==> src/rtl/jzjpcc_muldiv_pkg.sv <==
// Shared types and op-decode helpers for the iterative RV M-extension multiply/divide unit.
package jzjpcc_muldiv_pkg;

    typedef enum logic [2:0] {
        OP_MUL    = 3'b000,
        OP_MULH   = 3'b001,
        OP_MULHSU = 3'b010,
        OP_MULHU  = 3'b011,
        OP_DIV    = 3'b100,
        OP_DIVU   = 3'b101,
        OP_REM    = 3'b110,
        OP_REMU   = 3'b111
    } muldiv_op_t;

    typedef enum logic [1:0] {
        IDLE  = 2'd0,
        CALC  = 2'd1,
        FINAL = 2'd2
    } muldiv_state_t;

    function automatic logic is_signed_a(input muldiv_op_t op);
        return (op == OP_MULH) || (op == OP_MULHSU) || (op == OP_DIV) || (op == OP_REM);
    endfunction

    function automatic logic is_signed_b(input muldiv_op_t op);
        return (op == OP_MULH) || (op == OP_DIV) || (op == OP_REM);
    endfunction

    function automatic logic is_div(input muldiv_op_t op);
        return (op == OP_DIV) || (op == OP_DIVU) || (op == OP_REM) || (op == OP_REMU);
    endfunction

    function automatic logic is_high(input muldiv_op_t op);
        return (op == OP_MULH) || (op == OP_MULHSU) || (op == OP_MULHU);
    endfunction

    function automatic logic is_rem(input muldiv_op_t op);
        return (op == OP_REM) || (op == OP_REMU);
    endfunction

endpackage

==> src/rtl/jzjpcc_muldiv_unit_step.sv <==
// One radix-2 iteration: shift-add for multiply, trial-subtract/restore for divide.
module jzjpcc_muldiv_unit_step #(
    parameter int XLEN = 32
) (
    input  logic            div_mode_i,
    input  logic [XLEN:0]   hi_i,
    input  logic [XLEN-1:0] lo_i,
    input  logic [XLEN-1:0] opnd_i,
    output logic [XLEN:0]   hi_o,
    output logic [XLEN-1:0] lo_o
);

    logic [XLEN:0]   sum;
    logic [XLEN:0]   shifted;
    logic [XLEN+1:0] diff;

    always_comb begin
        sum     = hi_i + {1'b0, (lo_i[0] ? opnd_i : '0)};
        shifted = {hi_i[XLEN-1:0], lo_i[XLEN-1]};
        diff    = {1'b0, shifted} - {2'b00, opnd_i};
        hi_o    = '0;
        lo_o    = '0;
        if (div_mode_i) begin
            // Borrow out of the extended subtract means the divisor did not fit: restore.
            if (!diff[XLEN+1]) begin
                hi_o = diff[XLEN:0];
                lo_o = {lo_i[XLEN-2:0], 1'b1};
            end else begin
                hi_o = shifted;
                lo_o = {lo_i[XLEN-2:0], 1'b0};
            end
        end else begin
            hi_o = {1'b0, sum[XLEN:1]};
            lo_o = {sum[0], lo_i[XLEN-1:1]};
        end
    end

endmodule

==> src/rtl/jzjpcc_muldiv_unit.sv <==
// Iterative multiply/divide unit: FSM, operand/accumulator registers, sign fix-up and result mux.
// Optional early-out for trivial operands is enabled by defining JZJPCC_MULDIV_FASTPATH_EN.
module jzjpcc_muldiv_unit
    import jzjpcc_muldiv_pkg::*;
#(
    parameter int XLEN = 32
) (
    input  logic            clock,
    input  logic            reset_n,
    input  logic            start,
    input  logic [2:0]      op,
    input  logic [XLEN-1:0] operand_a,
    input  logic [XLEN-1:0] operand_b,
    output logic            busy,
    output logic            result_valid,
    output logic [XLEN-1:0] result,
    output logic [1:0]      state_dbg
);

    localparam int CW = $clog2(XLEN);
    localparam logic [XLEN-1:0] INT_MIN = {1'b1, {(XLEN-1){1'b0}}};

    muldiv_state_t   state_q;
    muldiv_op_t      op_q;
    logic            setup_q;
    logic            busy_q;
    logic            valid_q;
    logic [CW-1:0]   count_q;
    logic [XLEN:0]   hi_q;
    logic [XLEN-1:0] lo_q;
    logic [XLEN-1:0] opnd_q;
    logic [XLEN-1:0] a_raw_q;
    logic [XLEN-1:0] result_q;
    logic            sign_a_q;
    logic            sign_b_q;
    logic            b_zero_q;
    logic            ovf_q;
    logic            zero_q;

    muldiv_op_t      op_in;
    logic            b_zero_in;
    logic            ovf_in;
    logic            zero_in;
    logic            fast_in;

    logic [XLEN-1:0]   mag_a;
    logic [XLEN-1:0]   mag_b;
    logic [XLEN-1:0]   lo_set_d;
    logic [XLEN-1:0]   opnd_set_d;
    logic [XLEN:0]     hi_step_d;
    logic [XLEN-1:0]   lo_step_d;
    logic [2*XLEN-1:0] prod;
    logic [2*XLEN-1:0] prod_fix;
    logic [XLEN-1:0]   quo_fix;
    logic [XLEN-1:0]   rem_fix;
    logic [XLEN-1:0]   result_d;
    logic              neg_res;

    // Accept-time decode of the special cases from the live operands.
    always_comb begin
        op_in     = muldiv_op_t'(op);
        b_zero_in = (operand_b == '0);
        ovf_in    = is_div(op_in) && is_signed_a(op_in) && (operand_a == INT_MIN) && (operand_b == '1);
`ifdef JZJPCC_MULDIV_FASTPATH_EN
        zero_in   = (operand_a == '0) || b_zero_in;
        fast_in   = zero_in || ovf_in;
`else
        zero_in   = 1'b0;
        fast_in   = 1'b0;
`endif
    end

    // Setup: two's-complement magnitudes; for multiply, lo holds the multiplier.
    always_comb begin
        mag_a      = sign_a_q ? (-lo_q) : lo_q;
        mag_b      = sign_b_q ? (-opnd_q) : opnd_q;
        lo_set_d   = is_div(op_q) ? mag_a : mag_b;
        opnd_set_d = is_div(op_q) ? mag_b : mag_a;
        if (zero_q) begin
            lo_set_d = '0;
        end
    end

    jzjpcc_muldiv_unit_step #(
        .XLEN(XLEN)
    ) u_step (
        .div_mode_i (is_div(op_q)),
        .hi_i       (hi_q),
        .lo_i       (lo_q),
        .opnd_i     (opnd_q),
        .hi_o       (hi_step_d),
        .lo_o       (lo_step_d)
    );

    // Finalise: sign fix-up, result select, then the special-case overrides win.
    always_comb begin
        neg_res  = sign_a_q ^ sign_b_q;
        prod     = {hi_q[XLEN-1:0], lo_q};
        prod_fix = neg_res ? (-prod) : prod;
        quo_fix  = neg_res ? (-lo_q) : lo_q;
        rem_fix  = sign_a_q ? (-hi_q[XLEN-1:0]) : hi_q[XLEN-1:0];
        if (is_div(op_q)) begin
            if (b_zero_q) begin
                result_d = is_rem(op_q) ? a_raw_q : '1;
            end else if (ovf_q) begin
                result_d = is_rem(op_q) ? '0 : a_raw_q;
            end else begin
                result_d = is_rem(op_q) ? rem_fix : quo_fix;
            end
        end else begin
            result_d = is_high(op_q) ? prod_fix[2*XLEN-1:XLEN] : prod_fix[XLEN-1:0];
        end
    end

    always_ff @(posedge clock or negedge reset_n) begin
        if (!reset_n) begin
            state_q  <= IDLE;
            op_q     <= OP_MUL;
            setup_q  <= 1'b0;
            busy_q   <= 1'b0;
            valid_q  <= 1'b0;
            count_q  <= '0;
            hi_q     <= '0;
            lo_q     <= '0;
            opnd_q   <= '0;
            a_raw_q  <= '0;
            result_q <= '0;
            sign_a_q <= 1'b0;
            sign_b_q <= 1'b0;
            b_zero_q <= 1'b0;
            ovf_q    <= 1'b0;
            zero_q   <= 1'b0;
        end else begin
            valid_q <= 1'b0;
            case (state_q)
                IDLE: begin
                    if (start) begin
                        op_q     <= op_in;
                        lo_q     <= operand_a;
                        opnd_q   <= operand_b;
                        a_raw_q  <= operand_a;
                        sign_a_q <= is_signed_a(op_in) & operand_a[XLEN-1];
                        sign_b_q <= is_signed_b(op_in) & operand_b[XLEN-1];
                        b_zero_q <= b_zero_in;
                        ovf_q    <= ovf_in;
                        zero_q   <= zero_in;
                        setup_q  <= 1'b1;
                        busy_q   <= 1'b1;
                        state_q  <= fast_in ? FINAL : CALC;
                    end
                end
                CALC: begin
                    if (setup_q) begin
                        hi_q    <= '0;
                        lo_q    <= lo_set_d;
                        opnd_q  <= opnd_set_d;
                        count_q <= '1;
                        setup_q <= 1'b0;
                    end else begin
                        hi_q    <= hi_step_d;
                        lo_q    <= lo_step_d;
                        count_q <= count_q - 1'b1;
                        if (count_q == '0) begin
                            state_q <= FINAL;
                        end
                    end
                end
                FINAL: begin
                    // Early-out ops still spend one cycle in setup before finalising.
                    if (setup_q) begin
                        hi_q    <= '0;
                        lo_q    <= lo_set_d;
                        opnd_q  <= opnd_set_d;
                        setup_q <= 1'b0;
                    end else begin
                        result_q <= result_d;
                        valid_q  <= 1'b1;
                        busy_q   <= 1'b0;
                        state_q  <= IDLE;
                    end
                end
                default: begin
                    state_q <= IDLE;
                end
            endcase
        end
    end

    assign busy         = busy_q;
    assign result_valid = valid_q;
    assign result       = result_q;
    assign state_dbg    = state_q;

endmodule

==> config.mk <==
export PLATFORM = sky130hd
export DESIGN_NAME = jzjpcc_muldiv_unit
export DESIGN_NICKNAME = d
export VERILOG_FILES = /design/src/rtl/jzjpcc_muldiv_pkg.sv /design/src/rtl/jzjpcc_muldiv_unit_step.sv /design/src/rtl/jzjpcc_muldiv_unit.sv
export SDC_FILE = /design/constraint.sdc
export NUM_CORES = 1
export LEC_CHECK = 0
export ABC_AREA = 1
export CELL_PAD_IN_SITES_DETAIL_PLACEMENT = 1
export CELL_PAD_IN_SITES_GLOBAL_PLACEMENT = 2
export CORE_MARGIN = 2
export CORE_UTILIZATION = 30
export CTS_CLUSTER_SIZE = 40
export DETAILED_ROUTE_END_ITERATION = 16
export PLACE_DENSITY_LB_ADDON = 0.1
export SYNTH_ARGS = -nofsm -noshare
export SYNTH_HDL_FRONTEND = slang
export SYNTH_HIERARCHICAL = 1
export SYNTH_SLANG_ARGS = --single-unit
==> constraint.sdc <==
create_clock -name clock -period 2.4 [get_ports clock]
set_clock_uncertainty 0.05 [all_clocks]
set_input_delay 0.24 -clock clock [delete_from_list [all_inputs] [get_ports clock]]
set_output_delay 0.24 -clock clock [all_outputs]
set_load 0.02 [all_outputs]
### Yosys cells after proc, flatten, opt, wreduce, memory -nomap -nowiden

Index checks and enable logic that the tools add are counted.

* bits in registers: 178
* output and inout bits: 36

* $add $sub $neg: 7
* bitwise logic cells: 4
* reductions and logical operators: 33
* multiplexer cells: 41
* equality and inequality tests: 23

Operators by type and width (count)
* 32-bit two-way mux: 20
* 33-bit two-way mux: 4
* 32-bit negator: 3
* 32-bit case mux with 3 select lines: 1
* 33-bit case mux with 2 select lines: 1
* 32-bit == test, second input constant: 2
* 64-bit two-way mux: 1
* 64-bit negator: 1
* 32-bit case mux with 2 select lines: 1
* 33-bit by 32-bit subtractor with 34-bit output: 1
* 33-bit by 32-bit adder with 33-bit output: 1
* 32-bit zero test: 1
* 3-bit == test, second input constant: 8
* 1-bit logical OR: 14
* 2-bit inequality test, second input constant: 5
* 3-bit by 2-bit == test with 1-bit output, second input constant: 3
* 3-bit AND reduction: 3
* 2-bit two-way mux: 4
* 2-bit AND reduction: 4
* 3-bit by 1-bit == test with 1-bit output, second input constant: 2
* 2-bit case mux with 3 select lines: 1
* 2-bit nonzero test: 3
* 5-bit zero test: 1
* 1-bit two-way mux: 5
* other kinds (14): 18

### Depth between registers and ports, before layout

* depth after elaboration: 7
* gate-level depth with buffers: 21

### Modules after synthesis

Netlist, hierarchy kept.

Modules (own cells, without submodules)
* jzjpcc_muldiv_unit: sequential area each 4454.3 µm², instances 1, area an instance 14742.9 µm², cells each 2397
* jzjpcc_muldiv_unit_step: sequential area each 0.0 µm², instances 1, area an instance 6342.3 µm², cells each 1306

### Worst setup path after synthesis

No wires, ideal clock.

* kind: flip-flop to flip-flop
* start: reg lo_q[0]
* end: reg hi_q[11]
* library setup time: 130 ps
* path slack: -225 ps
* required time: 2220 ps
* arrival: 2445 ps
* clock period less this slack: 2625 ps
* cell stages (with the launch flop): 20
* path through: dfrtp_1 > clkbuf_1 > clkbuf_1 > nand2_1 > inv_1 > ha_1 > fa_1 > nand2_1 > nand3_1 > nand2_1 > inv_1 > nand2_1 > nand2_1 > nand2_1 > nand2_1 > or2_2 > nand3_1 > nand2_1 > nand3_1 > o21ai_0

* cells in the longest elaborated chain, start to end: 5

Ends and longest elaborated chain
* start: declaration: line jzjpcc_muldiv_unit.sv:30 `logic [XLEN-1:0] lo_q;`
* start signal: assignment: line jzjpcc_muldiv_unit.sv:139 `lo_q <= operand_a;`
* start signal: assignment: line jzjpcc_muldiv_unit.sv:155 `lo_q <= lo_set_d;`
* start signal: assignment: line jzjpcc_muldiv_unit.sv:161 `lo_q <= lo_step_d;`
* 32-bit two-way mux: line jzjpcc_muldiv_unit_step.sv:18 `sum = hi_i + {1'b0, (lo_i[0] ? opnd_i : '0)};`
* 33-bit by 32-bit adder with 33-bit output: line jzjpcc_muldiv_unit_step.sv:18
* 33-bit two-way mux: line jzjpcc_muldiv_unit_step.sv:23 `if (div_mode_i) begin`
* named net hi_step_d[11]: line jzjpcc_muldiv_unit.sv:50 `logic [XLEN:0] hi_step_d;`
* 33-bit two-way mux: line jzjpcc_muldiv_unit.sv:153 `if (setup_q) begin`
* 33-bit case mux with 2 select lines: line jzjpcc_muldiv_unit.sv:135 `case (state_q)`
* end signal: assignment: line jzjpcc_muldiv_unit.sv:160 `hi_q <= hi_step_d;`
* end: declaration: line jzjpcc_muldiv_unit.sv:29 `logic [XLEN:0] hi_q;`

The timed path passes the listed nets, and every way through them passes these cells.
A chain may end at the register's enable or synchronous reset.

### Worst setup path in the final report

* start: reg lo_q[0]
* end: reg hi_q[9]

The elaborated chain is that of the path after synthesis.

==> summary.md <==
| Metric | Value |
|---|---|
| Syn Area/Cell | 5.69 um2 |
| Largest net degree at the start of global routing | 85 |
| Crit. End Element | flop |
| H-tree levels | 4 |
| Slew @ Worst Pin | 0.752 ns |
| Net Sw Power | 31.8 mW |
| Leakage Power | 15.7 nW |
| Clk network pwr share | 6.0% |
| Failing checks | setup timing |
| Internal | 23.3 mW |
| Pre-Repair DR Iteration Count | 5 |
| Fin crit share | 114% |
| Clock Latency Late Sink | 0.52 ns |
| Number of cells on the worst reg-to-reg path | 16 |
| Die area | 72,400 um2 |
| Share of post-route cells with drive strength above 1 | 30.5% |
| Final setup viols | 96 |
| Vias in the first global route | 30,000 |
| Status | complete, but fails checks |
| Final nets | 4,567 |
| Compound-Gate Fraction of Synth Area | 15.9% |
| Most frequent cells in the layout | nand2_1 (1,107), buf_4 (680), inv_1 (424) |
| Port Buffer Count | 105 |
| Fmax achieved | 367 MHz |
| Mapped Area | 21,100 um2 |
| Number of I/O pins | 106 |
| Total Power | 55.0 mW |
| Slew HR | 49.9% |
| Worst Path Required | 2.73 ns |
| Initial antenna violation count | 4 |
| Final Slew Violations | 0 |
| Mapped Cells | 3,703 |
| Ys Warns | 6 |
| Initial DRC Count | 2,557 |
| Clock Tree Root | clkbuf_16 |
| Largest family of logic cells by synthesized area | simple AND/OR/NAND/NOR gates |
| Minimum clock period | 2.73 ns |
| GRT Util Overall | 37.1% |
| CTS tree | built |
| Synth Flop Type | dfrtp_1 |
| GRT overflow | 0 |
| Area grow syn2layout | 50.7% |
| Worst-case vdd ir drop | 0.00204 V |
| Placeable Area | 69,800 um2 |
| Flop pwr share | 11.9% |
| Commonest non-fill, non-tap cell in the layout | nand2_1 |
| Via-per-instance ratio | 5.46 |
| DP Wirelength | 112,000 um |
| Post-Synth XOR/XNOR Area | 2.15% |
| P per Cell Area | 1730 nW/um2 |
| Sink Count | 178 |
| Syn nets | 3,848 |
| RD Place Congestion | 1.03 |
| Worst setup SP type | flop |
| EDFF count, synth | 0 |
| Synth unique cells | 61 |
| Switching Fraction | 57.7% |
| Slack of the critical path | -0.325 ns |
| Fin Hold WS | 0.293 ns |
| Max_cap viols | 0 |
| Routed wire per std cell | 25.8 um |
| Hold Crit Class | in -> async |
| Combinational fraction of design power | 82.1% |
| Sequential fraction of the synthesis area | 21.1% |
| Sum Neg Setup Slack | -13.85 ns |
| Via count | 29,400 |
| Share of synthesized area spent on multiplexers | 0% |
| Worst EP arrival | 3.06 ns |
| Die outline width | 269 um |
| RSZ-0062 raised after global routing | true |
| Final hold vios | 0 |
| Synth async-reset ratio | 100% |
| Initial core utilization | 30.2% |
| Row Count | 97 |
| FILL cells | 9,186 |
| Cts bufs inserted | 17 |
| Clk slew on worst S/H paths | 0.10 ns |
| Adder-cell share of the synthesized area | 4.52% |
| ANT nets after route | 0 |
| Total Wirelength | 139,000 um |
| Register bit count reported by yosys | 178 |
| Simple-gate portion of the synthesized area | 44.7% |
| WS Path Type | reg -> reg |
| Worst-case clock buffer depth | 2 |
| CP max FO | 23 |
| Die H | 269 um |
| # DRC | 0 |
| First-pass GRT wire length | 199,000 um |
[registers in the layout, indices dropped and copies added, names as in the netlist, 2 cells and up]
register / cells
count_q: 5
result: 32
a_raw_q: 32
state_dbg: 2
lo_q: 32
opnd_q: 32
hi_q: 33
op_q: 3
[final timing paths]
| kind | start | to | slack [ns] |
|---|---|---|---|
| setup / recovery | lo_q[0] | hi_q[9] | -0.33 |
| hold / removal | reset_n | result[13] | 0.29 |
| setup reg to reg | lo_q[0] | hi_q[9] | -0.33 |
| hold reg to reg | result[6] | result[6] | 0.46 |
| max in group asynchronous | reset_n | hi_q[18] | 1.16 |
| min in group clock | operand_a[11] | a_raw_q[11] | 0.30 |
[Yosys cell counts (4+ instances only)]
cell type	instances	area [um2]
nor2_4	12	135
nand2_1	1212	4550
a32oi_1	4	35.0
nand2_4	7	78.8
nand4_1	51	319
buf_6	4	45.0
o21bai_1	14	105
o21ai_0	255	1280
a21o_1	5	37.5
or2_2	21	131
clkbuf_1	100	375
nor3_1	21	105
nor2_2	11	68.8
nand3b_2	9	101
inv_2	14	52.6
inv_1	452	1700
nand3_1	380	1900
buf_2	30	150
dfrtp_1	178	4450
o22ai_1	9	56.3
a21oi_1	185	926
a22oi_1	12	90.1
a31oi_1	36	225
nor4_1	20	125
and2_1	5	31.3
o21ai_1	26	130
o31ai_1	6	45.0
o21ai_2	6	52.6
xor2_1	33	289
nand3_2	6	60.1
nand3b_1	27	203
ha_1	73	913
xnor2_1	15	131
o211ai_1	32	240
clkinv_1	4	15.0
buf_1	12	45.0
nand2_2	13	81.3
nor2_1	364	1370
[metal layers]
metal / routed length [um] / GRT usage (%) / vias to the layer above
met1: 59400 / 48.4 / 14600
met2: 62000 / 59.0 / 1080
li1: - / - / 13400
met5: 13 / 0 / -
met4: 7870 / 17.7 / 2
met3: 9600 / 6.75 / 268
[worst max-delay path: stages, from the launching register on]
cell      delay (ns)
dfrtp_1         0.41
buf_12          0.17
nand2_2         0.08
inv_2           0.05
ha_4            0.16
fa_2            0.39
nand2_4         0.10
nand3_4         0.08
nand3b_1        0.11
nand2_2         0.10
buf_4           0.14
a21o_1          0.21
or2_4           0.24
nand3_2         0.07
nand2_1         0.05
nand3_1         0.07
o21ai_1         0.08
[cell families after synthesis]
| family | Yosys count |
|---|---|
| compound gates | 605 |
| xor+xnor | 50 |
| fa+ha+maj | 75 |
| buf+inv | 621 |
| flops | 178 |
| simple gates | 2174 |
[final cells by class]
class / count / area [um2] / share of cell area (%)
timing repair buffer: 851 / 7290 / 22.9
multi-input combinational: 2904 / 16400 / 51.6
tap: 940 / 1180 / 3.70
clock buffer: 17 / 425 / 1.34
antenna: 1 / 2.50 / 0.00787
inverter: 470 / 1780 / 5.61
sequential: 178 / 4500 / 14.2
clock inverter: 15 / 214 / 0.673
[stage by stage]
stage | util, % | std cells | setup slack [ns] | area, um2
final | 45.5 | 5376 | -0.325 | 31800
after detailed placement | 40.5 | 5279 | -0.628 | 28300
after global placement | 40.5 | 5279 | -0.618 | 28300
after floorplan | - | 3703 | -0.0104 | 21100
after global routing | 45.5 | 5375 | -0.422 | 31800
after CTS | 44.2 | 5353 | -0.277 | 30900
[power groups by stage]
stage | Combinational [mW] | Sequential, mW | Clock [mW]
floorplan | 18.6 | 6.09 | 0
global placement | 38.7 | 6.42 | 0
detailed placement | 39.2 | 6.47 | 0
CTS | 42.6 | 6.42 | 3.37
global route | 47.9 | 6.62 | 3.45
finish | 45.1 | 6.54 | 3.32
[timing repair]
action / 4_1_cts / 5_1_grt
endpoints found under the setup margin: 119 / 120
hold buffers: 1 / 0
resized for setup: 414 / 205
pin swaps: 40 / 40
cloned: 1 / 1
setup buffers: 40 / 21
endpoints found under the hold margin: 59 / 0
Power figures use the tool's default switching activity.
